--- src/rtl/multicycle_control.sv ---
// Multicycle processor control unit: sequences fetch/decode/execute/memory/writeback
// with a memory handshake, flags unsupported opcodes and counts retired instructions.
module multicycle_control (
  input  logic        clk,
  input  logic        rst,
  input  logic [31:0] instruction,
  input  logic        mem_ready,
  output logic        InstrFetch,
  output logic        IRWrite,
  output logic        PCWrite,
  output logic        MemRead,
  output logic        MemWrite,
  output logic        MemtoReg,
  output logic        Branch,
  output logic        ALUSrc,
  output logic        RegWrite,
  output logic [1:0]  ALUOp,
  output logic [3:0]  state,
  output logic        illegal,
  output logic        retire,
  output logic [31:0] retired_count
);

  // state  | meaning
  // FETCH  | read instruction memory, load IR and PC+4 on mem_ready
  // DECODE | classify opcode, branch to the class-specific path
  // ADDR   | compute load/store effective address
  // MEM_RD | data memory read, wait for mem_ready
  // MEM_WR | data memory write, wait for mem_ready, retire store
  // WB_MEM | write loaded data to register file, retire load
  // EXEC_R | R-type ALU operation
  // WB_ALU | write ALU result to register file, retire R-type
  // BRANCH | branch compare and PC update, retire branch
  typedef enum logic [3:0] {
    S_FETCH  = 4'd0,
    S_DECODE = 4'd1,
    S_ADDR   = 4'd2,
    S_MEM_RD = 4'd3,
    S_MEM_WR = 4'd4,
    S_WB_MEM = 4'd5,
    S_EXEC_R = 4'd6,
    S_WB_ALU = 4'd7,
    S_BRANCH = 4'd8
  } state_e;

  typedef enum logic [2:0] {
    C_R       = 3'd0,
    C_LOAD    = 3'd1,
    C_STORE   = 3'd2,
    C_BR      = 3'd3,
    C_ILLEGAL = 3'd4
  } class_e;

  localparam logic [6:0] OP_R     = 7'b0110011;
  localparam logic [6:0] OP_LOAD  = 7'b0000011;
  localparam logic [6:0] OP_STORE = 7'b0100011;
  localparam logic [6:0] OP_BR    = 7'b1100011;

  state_e      state_q, state_d;
  class_e      class_q, class_d;
  class_e      class_dec;
  logic [31:0] retired_count_q, retired_count_d;

  // Only the opcode field steers sequencing; the rest belongs to the datapath.
  logic unused_instr;
  assign unused_instr = ^instruction[31:7];

  always_comb begin
    class_dec = C_ILLEGAL;
    case (instruction[6:0])
      OP_R:     class_dec = C_R;
      OP_LOAD:  class_dec = C_LOAD;
      OP_STORE: class_dec = C_STORE;
      OP_BR:    class_dec = C_BR;
      default:  class_dec = C_ILLEGAL;
    endcase
  end

  always_comb begin
    state_d = state_q;
    class_d = class_q;
    case (state_q)
      S_FETCH: begin
        if (mem_ready) state_d = S_DECODE;
      end
      S_DECODE: begin
        class_d = class_dec;
        case (class_dec)
          C_R:             state_d = S_EXEC_R;
          C_LOAD, C_STORE: state_d = S_ADDR;
          C_BR:            state_d = S_BRANCH;
          default:         state_d = S_FETCH;
        endcase
      end
      S_ADDR: begin
        state_d = (class_q == C_LOAD) ? S_MEM_RD : S_MEM_WR;
      end
      S_MEM_RD: begin
        if (mem_ready) state_d = S_WB_MEM;
      end
      S_MEM_WR: begin
        if (mem_ready) state_d = S_FETCH;
      end
      S_WB_MEM: state_d = S_FETCH;
      S_EXEC_R: state_d = S_WB_ALU;
      S_WB_ALU: state_d = S_FETCH;
      S_BRANCH: state_d = S_FETCH;
      default:  state_d = S_FETCH;
    endcase
  end

  // Outputs follow the current state; the handshake-qualified strobes are
  // additionally gated by mem_ready, and everything is held low during reset.
  always_comb begin
    InstrFetch = 1'b0;
    IRWrite    = 1'b0;
    PCWrite    = 1'b0;
    MemRead    = 1'b0;
    MemWrite   = 1'b0;
    MemtoReg   = 1'b0;
    Branch     = 1'b0;
    ALUSrc     = 1'b0;
    RegWrite   = 1'b0;
    ALUOp      = 2'b00;
    illegal    = 1'b0;
    retire     = 1'b0;
    if (!rst) begin
      case (state_q)
        S_FETCH: begin
          InstrFetch = 1'b1;
          MemRead    = 1'b1;
          IRWrite    = mem_ready;
          PCWrite    = mem_ready;
        end
        S_DECODE: begin
          illegal = (class_dec == C_ILLEGAL);
        end
        S_ADDR: begin
          ALUSrc = 1'b1;
          ALUOp  = 2'b00;
        end
        S_MEM_RD: begin
          ALUSrc  = 1'b1;
          MemRead = 1'b1;
        end
        S_MEM_WR: begin
          ALUSrc   = 1'b1;
          MemWrite = 1'b1;
          retire   = mem_ready;
        end
        S_WB_MEM: begin
          RegWrite = 1'b1;
          MemtoReg = 1'b1;
          retire   = 1'b1;
        end
        S_EXEC_R: begin
          ALUOp = 2'b10;
        end
        S_WB_ALU: begin
          ALUOp    = 2'b10;
          RegWrite = 1'b1;
          retire   = 1'b1;
        end
        S_BRANCH: begin
          Branch = 1'b1;
          ALUOp  = 2'b01;
          retire = 1'b1;
        end
        default: ;
      endcase
    end
  end

  always_comb begin
    retired_count_d = retired_count_q;
    if (retire) retired_count_d = retired_count_q + 32'd1;
  end

  always_ff @(posedge clk) begin
    if (rst) begin
      state_q         <= S_FETCH;
      class_q         <= C_ILLEGAL;
      retired_count_q <= 32'd0;
    end else begin
      state_q         <= state_d;
      class_q         <= class_d;
      retired_count_q <= retired_count_d;
    end
  end

  assign state         = state_q;
  assign retired_count = retired_count_q;

endmodule

--- config.mk ---
export PLATFORM = sky130hd
export DESIGN_NAME = multicycle_control
export DESIGN_NICKNAME = d
export VERILOG_FILES = /design/src/rtl/multicycle_control.sv
export SDC_FILE = /design/constraint.sdc
export NUM_CORES = 1
export LEC_CHECK = 0
export ABC_CLOCK_PERIOD_IN_PS = 2100
export CAP_MARGIN = 5
export CORE_UTILIZATION = 44
export DETAILED_ROUTE_END_ITERATION = 8
export MAX_ROUTING_LAYER = met4
export PLACE_DENSITY = 0.8
export SYNTH_ARGS = -nofsm -noshare
export SYNTH_HDL_FRONTEND = slang
export SYNTH_SLANG_ARGS = --single-unit
--- constraint.sdc ---
create_clock -name clk -period 2.1 [get_ports clk]
set_input_delay 0.21 -clock clk [delete_from_list [all_inputs] [get_ports clk]]
set_output_delay 0.21 -clock clk [all_outputs]
set_load 0.02 [all_outputs]
==> results of run 1 <==
-- per-layer routing --
metal / global-route usage, % / share of wire (%) / vias to the layer above
met4: 6.62 / 1.0 / 0
met1: 29.7 / 47 / 1033
met5: - / 0 / -
met3: 3.84 / 3.4 / 6
met2: 34.9 / 49 / 48
li1: - / - / 1093
-- kinds of logic after synthesis --
kind of cell | Yosys count | share of synthesized area [%]
AND/OR/NAND/NOR | 112 | 27.0
AO/OA/AOI/OAI | 54 | 19.3
flip-flops | 39 | 34.6
buffers and inverters | 32 | 6.83
XOR/XNOR | 29 | 11.3
multiplexers | 1 | 0.444
adder cells (fa/ha/maj) | 1 | 0.555
-- cells in the final DEF, fill, tap and decap left out, types with 6 or more instances in the layout --
cell type / netlist / final
a2111oi_2: 7 / 7
a211oi_1: 13 / 13
a21oi_1: 17 / 17
and3_1: 10 / 10
buf_4: 5 / 33
clkbuf_8: 0 / 6
clkdlybuf4s50_1: 0 / 49
dfxtp_1: 39 / 38
dlymetal6s2s_1: 0 / 6
inv_1: 11 / 11
nand2_1: 17 / 17
nand3_1: 12 / 12
nand4_1: 6 / 6
nor2_1: 38 / 36
xnor2_1: 28 / 28
-- per-stage QoR --
stage	hold slack (ns)	power (mW)
after floorplan	0.357	0.811
after global placement	0.442	0.864
after detailed placement	0.444	0.866
after CTS	0.454	1.39
after global routing	0.469	1.43
final	0.452	1.38
-- state kept, by name, indices dropped and copies added, names as in the netlist --
name and cells:
state 4, retired_count 32, class_q 3
-- cell type report --
type / count / area, um2
clock buffer: 6 / 82.6
clock inverter: 2 / 16.3
fill: 422 / 1650
inverter: 11 / 41.3
multi-input combinational: 197 / 1330
sequential: 39 / 782
tap: 67 / 83.8
timing repair buffer: 91 / 840
-- tightest hold or removal path: cells and delay by family (launching register included) --
| kind | cells | cell delay, ns |
|---|---|---|
| AND/OR/NAND/NOR | 1 | 0.05 |
| flip-flops | 1 | 0.31 |
| AO/OA/AOI/OAI | 1 | 0.05 |
-- final timing paths --
check        slack, ns  cells past startpoint                 to               from
max reg2reg       0.19                      5  retired_count[30]  retired_count[10]
max               0.09                      5           MemtoReg                rst
min               0.45                      2         class_q[0]         class_q[0]
min reg2reg       0.45                      2         class_q[0]         class_q[0]
-- power by group through the flow --
| stage | Sequential, mW | Combinational [mW] | Clock, mW |
|---|---|---|---|
| floorplan | 0.761 | 0.0492 | 0 |
| global placement | 0.761 | 0.103 | 0 |
| detailed placement | 0.761 | 0.104 | 0 |
| CTS | 0.744 | 0.104 | 0.539 |
| global route | 0.744 | 0.113 | 0.568 |
| finish | 0.744 | 0.105 | 0.528 |
-- timing repair --
action                                  CTS  global route
resized for setup                         4             8
cloned                                    0             0
endpoints found under the setup margin    6             7
==> flow_metrics.py, run 1 <==
metrics = {
    "clock_network": {
        "cts.sinks": 39,
        "clk_latency_ns": 0.29,
        "clock_path_buffers": 2,
        "htree_levels": 2,
        "cts_setup_buffers": 0,
        "cts-buffers-inserted": 5,
        "cts_tree": "done",
        "cts_root_buf": "clkbuf_8",
        "cts_hold_buf": 0,
        "clkSlewWorstSetupHoldPaths_ns": 0.08,
    },
    "power_and_ir_drop": {
        "ir_drop_mv": 0.328,
        "internal_power_mw": 1.06,
        "pwr-share-seq_pct": 54.0,
        "p_sw_share_pct": 23.0,
        "combPwrFrac_pct": 7.6,
        "p_sw_mw": 0.317,
        "clockPowerShare_pct": 38.4,
        "leakage_nw": 1.19,
        "p_per_area_nw_per_um2": 434,
    },
    "yosys": {
        "synth.most_common_cell": "dfxtp_1",
        "synth-seq-area-share_pct": 34.6,
        "ys_warn_count": 0,
        "synth_area_per_cell_um2": 8.41,
        "synth_cell_types": 49,
        "yosys-top-cells-count": "39 x dfxtp_1, 38 x nor2_1, 28 x xnor2_1",
        "async_reset_ff_share_pct": 0,
        "syn_nets": 304,
        "syn-instance-count": 268,
        "syn_area_um2": 2250,
        "yosys_register_bits": 39,
        "synth-edff-count": 0,
        "yosysTopAreaCell": "dfxtp_1",
        "synth_top_area_share_pct": 34.6,
        "synth.area.top_cells": "dfxtp_1 35%, xnor2_1 11%, nor2_1 6.3%, a2111oi_2 4.7%, a211oi_1 4.3%",
        "ys.flop_type": "dfxtp_1",
    },
    "routing": {
        "wire_per_inst_um": 13.6,
        "viasPerCell": 5.28,
        "drc": 0,
        "drt-initial-drc-count": 124,
        "vias": 2180,
        "drtPass1Iterations": 4,
        "ant_nets": 0,
        "routed_wl_um": 5640,
    },
    "worst_setup_path": {
        "critPathBufInv": 2,
        "slowest_delay_ns": 0.59,
        "slowest_stage": "clkdlybuf4s50_1",
        "cp-start-kind": "primary input",
        "cp_max_fo": 4,
        "crit_path_frequent_cell": "clkdlybuf4s50_1",
        "worstPathArrival_ns": 1.80,
        "path_cells": "clkdlybuf4s50_1, nor2_2, and3_1, and2_1, clkdlybuf4s50_1",
        "end_kind": "output port",
        "path_class": "in2out",
        "critical-path-top-delay-family": "buffers and inverters",
        "worst_ep_required_time_ns": 1.89,
    },
    "place": {
        "dp.final_hpwl_um": 4190,
        "post-place-ws_ns": -0.0000409,
        "place_area_um2": 3050,
        "gp_congestion": 0.842,
        "dpl.cell_count": 405,
        "port_buffers": 58,
    },
    "floorplan": {
        "rows": 25,
        "core_um2": 4820,
        "die_x_um": 73.6,
        "io_pins": 84,
        "dieArea_um2": 5410,
        "start_util_pct": 46.8,
        "chipHeight_um": 73.6,
    },
    "global_route": {
        "grt_max_degree": 28,
        "grt_pass1_vias": 2041,
        "grt_overflow": 0,
        "grt_usage_pct": 22.4,
        "antenna_found_initial": 0,
        "grt_pass1_wl_um": 9310,
    },
    "sta": {
        "setup-tns-final_ns": 0,
        "tightestPinTransition_ns": 0.486,
        "clock_skew_ns": 0.0125,
        "hold_viol_final": 0,
        "period_needed_ns": 2.01,
        "finalSetupViolCount": 0,
        "rsz0062_at_grt": "no",
        "slew_headroom_pct": 67.6,
        "drv_slew": 0,
        "setup_slack_ns": 0.0880,
        "period_share_pct": 95.8,
        "fmax_mhz": 497,
    },
    "run": {
        "drv_cap": 0,
    },
    "cells_and_area": {
        "finish.instance_area_um2": 3170,
        "diodes": 0,
        "utilization_pct": 65.8,
        "area_growth_pct": 40.6,
        "drive_above_1_share_pct": 17.6,
        "fin_nets": 381,
        "final_cells": 413,
    },
    "min_path": {
        "hold_path_class": "reg2reg",
    },
    "outcome": {
        "outcome": "complete, no violations",
    },
}
No activity file was read; power rests on OpenSTA's default activity.
==> inputs of run 2 (changes only) <==
--- a/config.mk
+++ b/config.mk
@@ -7,6 +7,7 @@
 export LEC_CHECK = 0
 export ABC_CLOCK_PERIOD_IN_PS = 2100
 export CAP_MARGIN = 5
+export CORE_MARGIN = 10
 export CORE_UTILIZATION = 44
 export DETAILED_ROUTE_END_ITERATION = 8
 export MAX_ROUTING_LAYER = met4
==> run 2 against run 1 <==
Critical path type is now reg2out. Critical path depth decreased by 1. Register-to-register slack worse by 0.08 ns. Via count is 0.37% lower. Die area increased by 55%. Critical endpoint unchanged. Highest routed layer unchanged. Hold slack better by 0.0046 ns. Combinational power is essentially flat. Core utilization fell by 1.3 points. Worst setup slack better by 0.0074 ns. Sequential share of layout area up 0.39 points.
==> flow_metrics.py, run 2 (synthesis results as in run 1) <==
metrics = {
    "floorplan": {
        "rows": 25,
        "start_util_pct": 46.5,
        "chipHeight_um": 91.6,
        "dieArea_um2": 8390,
        "core_um2": 4850,
        "die_x_um": 91.6,
        "io_pins": 84,
    },
    "cells_and_area": {
        "mostFrequentLayoutCells": "50 x clkdlybuf4s50_1, 37 x dfxtp_1, 36 x nor2_1",
        "fin_nets": 378,
        "finish.instance_area_um2": 3130,
        "drive_above_1_share_pct": 16.4,
        "diodes": 0,
        "nFillCells": 438,
        "final_common_cell": "clkdlybuf4s50_1",
        "largest_register_ffs": 32,
        "area_growth_pct": 38.7,
    },
    "place": {
        "port_buffers": 58,
        "gp_congestion": 0.853,
        "place_area_um2": 3040,
        "dp.final_hpwl_um": 4550,
        "post-place-ws_ns": -0.000984,
    },
    "power_and_ir_drop": {
        "total_power_mw": 1.30,
        "ir_drop_mv": 0.358,
        "p_sw_share_pct": 22.1,
        "p_per_area_nw_per_um2": 417,
        "combPwrFrac_pct": 8.1,
        "p_sw_mw": 0.288,
        "leakage_nw": 1.12,
        "pwr-share-seq_pct": 57.1,
        "internal_power_mw": 1.02,
        "clockPowerShare_pct": 34.8,
    },
    "clock_network": {
        "cts_hold_buf": 0,
        "clkSlewWorstSetupHoldPaths_ns": 0.07,
        "htree_levels": 2,
        "cts-buffers-inserted": 5,
        "cts_root_buf": "clkbuf_8",
        "cts_setup_buffers": 0,
        "clock_path_buffers": 2,
        "cts_tree": "done",
        "cts_resized": 8,
        "clk_latency_ns": 0.28,
        "cts.sinks": 39,
    },
    "routing": {
        "viasPerCell": 5.32,
        "wire_per_inst_um": 14.7,
        "drc": 0,
        "vias": 2172,
        "drt-initial-drc-count": 128,
        "drtPass1Iterations": 4,
        "routed_wl_um": 6010,
        "ant_nets": 0,
    },
    "sta": {
        "setup-tns-final_ns": 0,
        "fmax_mhz": 499,
        "finalSetupViolCount": 0,
        "slew_headroom_pct": 66.0,
        "hold_viol_final": 0,
        "period_share_pct": 95.5,
        "period_needed_ns": 2.00,
        "tightestPinTransition_ns": 0.505,
        "drv_slew": 0,
        "setup_slack_ns": 0.0953,
        "rsz0062_at_grt": "no",
        "clock_skew_ns": 0.00565,
    },
    "global_route": {
        "grt_pass1_wl_um": 10300,
        "grt_usage_pct": 14.9,
        "grt_overflow": 0,
        "grt_max_degree": 19,
        "antenna_found_initial": 0,
        "grt_pass1_vias": 2145,
    },
    "outcome": {
        "outcome": "complete, no violations",
    },
    "worst_setup_path": {
        "cp_max_fo": 8,
        "worst_ep_required_time_ns": 1.89,
        "path_class": "reg2out",
        "worstPathArrival_ns": 1.79,
        "end_kind": "output port",
        "cp-start-kind": "register",
    },
    "run": {
        "drv_cap": 0,
    },
    "min_path": {
        "hold_path_class": "reg2reg",
    },
}
run 2: stage by stage:
| stage | hold WS, ns | cells | util [%] |
|---|---|---|---|
| finish | 0.456 | 408 | 64.5 |
| global route | 0.464 | 408 | 64.5 |
| CTS | 0.456 | 408 | 64.2 |
| global placement | 0.435 | 402 | 62.8 |
| detailed placement | 0.448 | 402 | 62.8 |
| floorplan | 0.357 | 268 | - |
run 2: power groups by stage:
stage / Combinational, mW / Sequential [mW] / Clock (mW)
floorplan: 0.0492 / 0.761 / 0
global placement: 0.104 / 0.761 / 0
finish: 0.105 / 0.744 / 0.453
CTS: 0.106 / 0.744 / 0.466
detailed placement: 0.105 / 0.761 / 0
global route: 0.115 / 0.744 / 0.501
run 2: worst paths after layout:
check / slack (ns) / to / from / cells after the start
max: 0.1 / MemtoReg / state[0] / 4
min: 0.46 / class_q[0] / class_q[0] / 2
max reg2reg: 0.11 / retired_count[27] / retired_count[5] / 5
min reg2reg: 0.46 / class_q[0] / class_q[0] / 2
run 2: area by class of cell:
cell class              instances  area, um2  share of cell area [%]
clock buffers                   6       72.6                    2.32
flip-flops and latches         39        783                    25.1
repair buffers                 88        816                    26.1
well taps                      67       83.8                    2.68
inverters                      11       41.3                    1.32
multi-input cells             197       1330                    42.5
run 2: layer usage:
layer	track usage [%]	share of wire (%)
met1	17.0	43
met2	24.9	50
met4	4.18	1.4
met5	-	0
met3	3.95	5.0
run 2: worst max-delay path, cell delays in order, from the launching register on:
cell	delay (ns)
dfxtp_1	0.42
buf_4	0.20
and3_1	0.17
and2_1	0.12
clkdlybuf4s50_1	0.60
